<file path="src/rtl/legv8_control_sequencer.sv">
// Two-cycle LEGv8 sequencer: latches the instruction in FETCH, decodes it in EXEC into the datapath control word.
// Outputs are combinational from state/IR/status (PS follows the live ALU zero); no backpressure, one instruction per two cycles.
module legv8_control_sequencer (
  input  logic        clock,
  input  logic        reset,
  input  logic [31:0] instruction,
  input  logic [4:0]  status,
  output logic [24:0] control_word,
  output logic [63:0] constant,
  output logic        SL,
  output logic [1:0]  PS,
  output logic        halted,
  output logic [31:0] retired
);

  localparam logic [4:0]  FS_AND = 5'b00000;
  localparam logic [4:0]  FS_ORR = 5'b00100;
  localparam logic [4:0]  FS_ADD = 5'b01000;
  localparam logic [4:0]  FS_SUB = 5'b01001;
  localparam logic [4:0]  FS_EOR = 5'b01100;

  localparam logic [10:0] OP_ADD  = 11'b10001011000;
  localparam logic [10:0] OP_SUB  = 11'b11001011000;
  localparam logic [10:0] OP_AND  = 11'b10001010000;
  localparam logic [10:0] OP_ORR  = 11'b10101010000;
  localparam logic [10:0] OP_EOR  = 11'b11001010000;
  localparam logic [10:0] OP_ADDS = 11'b10101011000;
  localparam logic [10:0] OP_SUBS = 11'b11101011000;
  localparam logic [10:0] OP_LDUR = 11'b11111000010;
  localparam logic [10:0] OP_STUR = 11'b11111000000;
  localparam logic [10:0] OP_BR   = 11'b11010110000;
  localparam logic [9:0]  OP_ADDI = 10'b1001000100;
  localparam logic [9:0]  OP_SUBI = 10'b1101000100;
  localparam logic [9:0]  OP_ANDI = 10'b1001001000;
  localparam logic [9:0]  OP_ORRI = 10'b1011001000;
  localparam logic [7:0]  OP_CBZ  = 8'b10110100;
  localparam logic [7:0]  OP_CBNZ = 8'b10110101;
  localparam logic [7:0]  OP_BCOND = 8'b01010100;
  localparam logic [5:0]  OP_B    = 6'b000101;

  localparam logic [24:0] CW_NOP = {5'd31, 5'd31, 5'd31, 10'd0};

  typedef enum logic [1:0] {FETCH, EXEC, HALT} state_t;

  state_t      state, state_nxt;
  logic [31:0] ir;

  logic [4:0]  sa, sb, da, fs;
  logic        reg_write, mem_write, bsel, en_mem, en_alu, sl_dec;
  logic [1:0]  ps_dec;
  logic [63:0] k;
  logic        known, r_type, i_type;

  logic [63:0] imm12_zx, mem_off, cb_off, b_off;

  assign imm12_zx = {52'd0, ir[21:10]};
  assign mem_off  = {{55{ir[20]}}, ir[20:12]};
  assign cb_off   = {{43{ir[23]}}, ir[23:5], 2'b00};
  assign b_off    = {{36{ir[25]}}, ir[25:0], 2'b00};

  // ARM condition table over the registered flags {V,C,N,Z}
  function automatic logic cond_met(input logic [3:0] cond, input logic [3:0] flags);
    logic v, c, n, z;
    {v, c, n, z} = flags;
    case (cond)
      4'h0:    cond_met = z;
      4'h1:    cond_met = !z;
      4'h2:    cond_met = c;
      4'h3:    cond_met = !c;
      4'h4:    cond_met = n;
      4'h5:    cond_met = !n;
      4'h6:    cond_met = v;
      4'h7:    cond_met = !v;
      4'h8:    cond_met = c && !z;
      4'h9:    cond_met = !(c && !z);
      4'hA:    cond_met = (n == v);
      4'hB:    cond_met = (n != v);
      4'hC:    cond_met = !z && (n == v);
      4'hD:    cond_met = !(!z && (n == v));
      default: cond_met = 1'b1;
    endcase
  endfunction

  always_ff @(posedge clock) begin
    if (reset) begin
      state   <= FETCH;
      ir      <= '0;
      retired <= '0;
    end else begin
      state <= state_nxt;
      if (state == FETCH) ir <= instruction;
      if (state == EXEC && known) retired <= retired + 32'd1;
    end
  end

  // Longest opcode wins: 11-bit, then 10-bit, then 8-bit, then 6-bit
  always_comb begin
    sa = 5'd31; sb = 5'd31; da = 5'd31; fs = FS_AND;
    reg_write = 1'b0; mem_write = 1'b0; bsel = 1'b0;
    en_mem = 1'b0; en_alu = 1'b0; sl_dec = 1'b0;
    ps_dec = 2'b00; k = '0;
    known = 1'b1; r_type = 1'b0; i_type = 1'b0;
    case (ir[31:21])
      OP_ADD:  begin r_type = 1'b1; fs = FS_ADD; end
      OP_SUB:  begin r_type = 1'b1; fs = FS_SUB; end
      OP_AND:  begin r_type = 1'b1; fs = FS_AND; end
      OP_ORR:  begin r_type = 1'b1; fs = FS_ORR; end
      OP_EOR:  begin r_type = 1'b1; fs = FS_EOR; end
      OP_ADDS: begin r_type = 1'b1; fs = FS_ADD; sl_dec = 1'b1; end
      OP_SUBS: begin r_type = 1'b1; fs = FS_SUB; sl_dec = 1'b1; end
      OP_LDUR: begin
        sa = ir[9:5]; da = ir[4:0]; fs = FS_ADD; bsel = 1'b1;
        reg_write = 1'b1; en_mem = 1'b1; k = mem_off; ps_dec = 2'b01;
      end
      OP_STUR: begin
        sa = ir[9:5]; sb = ir[4:0]; fs = FS_ADD; bsel = 1'b1;
        mem_write = 1'b1; k = mem_off; ps_dec = 2'b01;
      end
      OP_BR: begin sa = ir[9:5]; ps_dec = 2'b11; end
      default: begin
        case (ir[31:22])
          OP_ADDI: begin i_type = 1'b1; fs = FS_ADD; end
          OP_SUBI: begin i_type = 1'b1; fs = FS_SUB; end
          OP_ANDI: begin i_type = 1'b1; fs = FS_AND; end
          OP_ORRI: begin i_type = 1'b1; fs = FS_ORR; end
          default: begin
            case (ir[31:24])
              // ir[24] separates CBNZ from CBZ, so XOR with live zero gives "taken"
              OP_CBZ, OP_CBNZ: begin
                sa = ir[4:0]; fs = FS_ADD; k = cb_off;
                ps_dec = (status[0] ^ ir[24]) ? 2'b10 : 2'b01;
              end
              OP_BCOND: begin
                k = cb_off;
                ps_dec = cond_met(ir[3:0], status[4:1]) ? 2'b10 : 2'b01;
              end
              default: begin
                if (ir[31:26] == OP_B) begin
                  k = b_off; ps_dec = 2'b10;
                end else begin
                  known = 1'b0;
                end
              end
            endcase
          end
        endcase
      end
    endcase
    if (r_type || i_type) begin
      sa = ir[9:5]; da = ir[4:0]; reg_write = 1'b1; en_alu = 1'b1; ps_dec = 2'b01;
    end
    if (r_type) sb = ir[20:16];
    if (i_type) begin
      bsel = 1'b1; k = imm12_zx;
    end
  end

  always_comb begin
    state_nxt    = state;
    control_word = CW_NOP;
    constant     = '0;
    SL           = 1'b0;
    PS           = 2'b00;
    case (state)
      FETCH: state_nxt = EXEC;
      EXEC: begin
        if (known) begin
          state_nxt    = FETCH;
          control_word = {sa, sb, da, reg_write, mem_write, fs, bsel, en_mem, en_alu};
          constant     = k;
          SL           = sl_dec;
          PS           = ps_dec;
        end else begin
          state_nxt = HALT;
        end
      end
      HALT:    state_nxt = HALT;
      default: state_nxt = FETCH;
    endcase
    // Suppress any write or PC move during the reset cycle itself
    if (reset) begin
      control_word = CW_NOP;
      constant     = '0;
      SL           = 1'b0;
      PS           = 2'b00;
    end
  end

  assign halted = (state == HALT) && !reset;

endmodule

</file>
<file path="config.mk">
export PLATFORM = sky130hd
export DESIGN_NAME = legv8_control_sequencer
export DESIGN_NICKNAME = d
export VERILOG_FILES = /design/src/rtl/legv8_control_sequencer.sv
export SDC_FILE = /design/constraint.sdc
export NUM_CORES = 1
export LEC_CHECK = 0
export CAP_MARGIN = 15
export CORE_ASPECT_RATIO = 1.75
export CORE_MARGIN = 1.5
export CORE_UTILIZATION = 32
export DETAILED_ROUTE_END_ITERATION = 16
export GPL_TIMING_DRIVEN = 1
export PLACE_DENSITY = 0.64
export SYNTH_ARGS = -nofsm -noshare
export SYNTH_HDL_FRONTEND = slang
export SYNTH_SLANG_ARGS = --single-unit
</file>
<file path="constraint.sdc">
create_clock -name clock -period 5.19 [get_ports clock]
set_input_delay 0.7785 -clock clock [delete_from_list [all_inputs] [get_ports clock]]
set_output_delay 0.7785 -clock clock [all_outputs]
set_load 0.02 [all_outputs]
</file>
# --- Word level (Yosys, flattened, before mapping) ---
# Index checks and enable logic that the tools add are counted.
totals:
  ff_bits: 66
  input_bits: 39
op_classes:
  add_sub_neg: 1
  eq_ne: 35
  muxes: 55
  bitwise_logic: 1
  n_reduce_logical: 26
ops:
  columns: ["operator", "n"]
  rows:
  - ["$mux 64", 7]
  - ["$pmux 64 s2", 1]
  - ["$eq 11x11->1 const B", 10]
  - ["$mux 25", 3]
  - ["$eq 10x10->1 const B", 4]
  - ["$mux 5", 7]
  - ["$add 32x1->32 const B", 1]
  - ["$eq 4x4->1 const B", 6]
  - ["$mux 1", 20]
  - ["$pmux 4 s5", 1]
  - ["$mux 2", 9]
  - ["$eq 4x3->1 const B", 4]
  - ["$eq 8x8->1 const B", 2]
  - ["$pmux 4 s4", 1]
  - ["$pmux 1 s14", 1]
  - ["$pmux 2 s3", 2]
  - ["$pmux 5 s2", 1]
  - ["$reduce_or 10->1", 1]
  - ["$reduce_or 2->1", 5]
  - ["$eq 4x2->1 const B", 2]
  - ["$eq 8x7->1 const B", 1]
  - ["$reduce_or 4->1", 2]
  - ["$reduce_or 8->1", 1]
  - ["$logic_not 1->1", 7]
  - ["other kinds (15)", 19]

# --- Longest topological paths before layout ---
# Gate-level depths: netlist of run 1.
logic_depth:
  ltp_word: 15
  ltp_mapped: 10
  mapped_depth_nobuf: 6

# --- Worst setup path after synthesis of run 1 ---
# Ideal clock, no wire load.
synth_timing:
  path_kind: "register -> output"
  from: "reg ir[21]"
  to: "out constant[28]"
  arrival_time_ns: 3.646
  t_required_ns: 4.411
  setup_slack_ns: 0.766
  stages_incl_launch_ff: 8
  path_cell_list: "dfxtp_1 > or4b_4 > nor4_4 > or3_1 > clkbuf_1 > a21oi_1 > a21oi_1 > buf_4"
synth_between:
  elab_chain_len: 7
synth_rtl:
  columns: ["element", "line_no", "text"]
  rows:
  - ["start: declaration", "46", "logic [31:0] ir;"]
  - ["start signal: assignment", "91", "if (state == FETCH) ir <= instruction;"]
  - ["$eq 11x11->1", "103", "case (ir[31:21])"]
  - ["$reduce_or 8->1 (no source line) (tied with other cells)", null, null]
  - ["$pmux 64 s2 or $mux 1 (tied branches)", "103", null]
  - ["$mux 64", "153", "if (i_type) begin"]
  - ["$mux 64 (*)", "167", "if (known) begin"]
  - ["$mux 64 (*)", "164", "case (state)"]
  - ["$mux 64 (*)", "181", "if (reset) begin"]
  - ["end: declaration", "9", "output logic [63:0] constant,"]
# Mark *: on every way between the ends. The rest lies on a longest branch, timed or not.

# --- Final worst setup path of run 1 ---
layout_timing:
  from: "reg ir[24]"
  to: "out SL"
layout_between:
  elab_chain_len: 8
layout_rtl:
  columns: ["element", "line_no", "text"]
  rows:
  - ["$eq 8x7->1 or $eq 8x8->1 (tied branches)", "127", "case (ir[31:24])"]
  - ["$reduce_or 3->1 (no source line)", null, null]
  - ["$mux 1", "127", null]
  - ["$mux 1", "121", "case (ir[31:22])"]
  - ["$mux 1", "103", null]
  - ["$mux 1 (*)", "167", null]
  - ["$mux 1 (*)", "164", null]
  - ["$mux 1 (*)", "181", null]
  - ["end: declaration", "10", "output logic SL,"]
# Marked as above.

==> qor.csv, run 1 <==
metric,value,unit
run status,"complete, no violations",
IO Port Bufs,161,
worst-case reg-to-reg path depth,7,
RSZ-0062 raised after global routing,false,
ys flop type,dfxtp_1,
hold path depth,2,
syn_area_per_cell,7.48,um^2
pin count of the biggest net entering global routing,67,
Seq cells post-synth,66,
core area,13300,um^2
Pre-Repair DR Iteration Count,5,
"Worst Setup Slack, final",0.666,ns
worst path cell trace,nor3b_1 -> o2111a_1 -> or3_1 -> buf_4 -> nor2_1 -> or2_1 -> nor4_1 -> clkdlybuf4s50_1,
hold crit path type,flop to flop,
final net count,720,
most common cell in the netlist,nand2_1,
GR Layer Usage met3,4.69,%
sequential area share after synthesis,30.4,%
clock group share of total power,41.6,%
"FFs w/ async S/R, synth",0,%
Skew-Pair Late Insertion Delay,0.33,ns
peak supply drop,236,uV
Switching Share,28.6,%
kind of critical path,flop to output pin,
PD cells,229,nW/um^2
postcts setup bufs,0,
Setup crit end kind,output pin,
cts bufs inserted,9,
htree depth,3,
DRT antenna net count,0,
Synth Warn #,0,
Mapped Cells,581,
Die Y,157,um
R2R setup slack,2.19,ns
pre-CTS setup slack,0.963,ns
vias per cell,5.33,
Post-CTS Resized,0,
Worst-Margin Slew,1.00,ns
hold buffers post-CTS,0,
total track usage,19.9,%
crit path time final,4.52,ns
capturing point of the worst reg2reg path,retired[31]$_SDFFE_PP0P_,
fin crit share,87.2,%
Initial Util,32.6,%
first-pass GRT wire length,22.6,mm
max-slew violations,0,
Setup Skew,0.00960,ns
Syn-to-layout area delta,39.1,%
sequential power share,43.9,%
Crit path required time,4.41,ns
"Hold Violations, Final",0,
clock root buffer,clkbuf_16,
clock-pin slew on the worst setup and hold paths,0.05,ns
Int Power,0.988,mW
RePlAce Congestion,0.873,
RR Startpoint,ir[24]$_SDFFE_PP0N_,
GR Util met2,37.0,%
Synth Cell Area,4340,um^2
fin util,45.4,%
Setup TNS Final,0,ns
fmax,221,MHz
worst hold slack,0.486,ns
initial DRC count,286,
GRT busiest layer,met2,
wire per inst,17.0,um
Slew HR,32.5,%
CP Max Fanout,23,
worst hold start,retired[31]$_SDFFE_PP0P_,
Comb power frac,14.5,%
Cell variety after synth,62,
NetSw,0.395,mW
gr ovfl total,0,
max incr delay on CP,0.67,ns
IO Count,164,
Vias,4582,
clock sink count,66,
DP HPWL,10.9,mm
slowest CP cell,clkdlybuf4s50_1,
worst-case clock buffer depth,2,
Leak,2.01,nW
DRC,0,
post-synth top area share,30.4,%
row count,56,
Synth top cells by count,"93 x nand2_1, 66 x dfxtp_1, 65 x a21oi_1, 57 x nor2_1, 40 x buf_4",
Startpoint Class,flop,
"EDFF count, synth",0,
diode count,0,
MaxCap Viol Count,0,
met1 Use GR,20.0,%
Horiz. Die Dim,91.1,um
layout cells sized above 1,6.86,%
Die Footprint,14300,um^2
initial antenna violation count,0,
Area contributors post-synth,"dfxtp_1 30%, nand2_1 8.0%, a21oi_1 7.5%",
CP arrival,3.75,ns
post-synth top area cell,dfxtp_1,
hold path endpoint,retired[31]$_SDFFE_PP0P_,
CTS tree,built,
WL final,14.6,mm
number of global-route vias before repair,4365,
final setup violation count,0,
-- cells by family after synthesis --
group | share of synthesized area, %
AND/OR/NAND/NOR | 27.6
AO/OA/AOI/OAI | 21.9
buffers and inverters | 11.7
flip-flops | 30.4
XOR/XNOR | 5.04
multiplexers | 3.02
adder cells (fa/ha/maj) | 0.288
other | 0.0863
-- state kept, by name, indices dropped and copies added (netlist names) --
signal,count
ir,32
retired,32
state,2
-- worst max path at each step --
| stage | start | endpoint | slack (ns) | cells after the start |
|---|---|---|---|---|
| CTS | ir[24]$_SDFFE_PP0N_ | SL | 0.60 | 8 |
| detailed placement | ir[24]$_SDFFE_PP0N_ | SL | 0.96 | 8 |
| global route | ir[23]$_SDFFE_PP0N_ | SL | 0.32 | 8 |
| floorplan | ir[21]$_SDFFE_PP0N_ | constant[28] | 0.77 | 7 |
| global placement | ir[24]$_SDFFE_PP0N_ | SL | 1.11 | 8 |
| finish | ir[24]$_SDFFE_PP0N_ | SL | 0.67 | 8 |
-- worst max-delay path: cells and delay by family, from the launching register on --
| kind | cells | cell delay (ns) |
|---|---|---|
| and+or+nand+nor | 5 | 1.29 |
| buffers and inverters | 2 | 0.93 |
| DFF | 1 | 0.60 |
| AOI/OAI and AO/OA | 1 | 0.58 |
-- layout make-up --
cell class	instances	area, um^2
tap	174	218
clock buffer	14	274
fill	1367	7270
sequential	66	1320
clock inverter	2	10.0
inverter	10	37.5
multi-input combinational	425	2520
timing repair buffer	168	1660
-- power groups by stage --
stage / clock (mW) / combinational, mW / sequential [mW]
floorplan: 0 / 0.159 / 0.575
global placement: 0 / 0.198 / 0.611
detailed placement: 0 / 0.201 / 0.614
CTS: 0.587 / 0.202 / 0.604
global route: 0.609 / 0.223 / 0.612
finish: 0.575 / 0.201 / 0.607
-- stage by stage --
stage          std cells  instance area [um^2]  power, mW
2_1_floorplan        582                  4350      0.734
3_3_place_gp         843                  5760      0.809
3_5_place_dp         843                  5760      0.815
4_1_cts              859                  6040       1.39
5_1_grt              859                  6040       1.44
6_report             859                  6040       1.38
-- layer usage --
layer / part of all wire, % / vias up
li1: - / 2208
met1: 35 / 2120
met2: 53 / 219
met3: 6.9 / 35
met4: 4.7 / 0
met5: 0 / -
-- cell usage in the layout (no fill, tap or decap), types with 6 or more instances in the layout --
master and count:
nor2_1 56, o22ai_1 10, a22o_1 6, o2111ai_1 13, nand3_1 6, nand2_1 93
clkbuf_16 9, dfxtp_1 66, nand2b_1 9, o21ai_1 9, a21oi_1 64, mux2_2 9
clkdlybuf4s50_1 160, buf_4 7, xor2_1 20, inv_1 10, or3_1 12, a22oi_1 6
and3_1 9, nand4_1 6, a221oi_1 9
Power figures use the tool's default switching activity.
==> inputs of run 2 (changes only) <==
SLEW_MARGIN = 20   (was default)
==> results of run 2 <==
No change in the layout: final DEF, timing and power equal those of run 1.
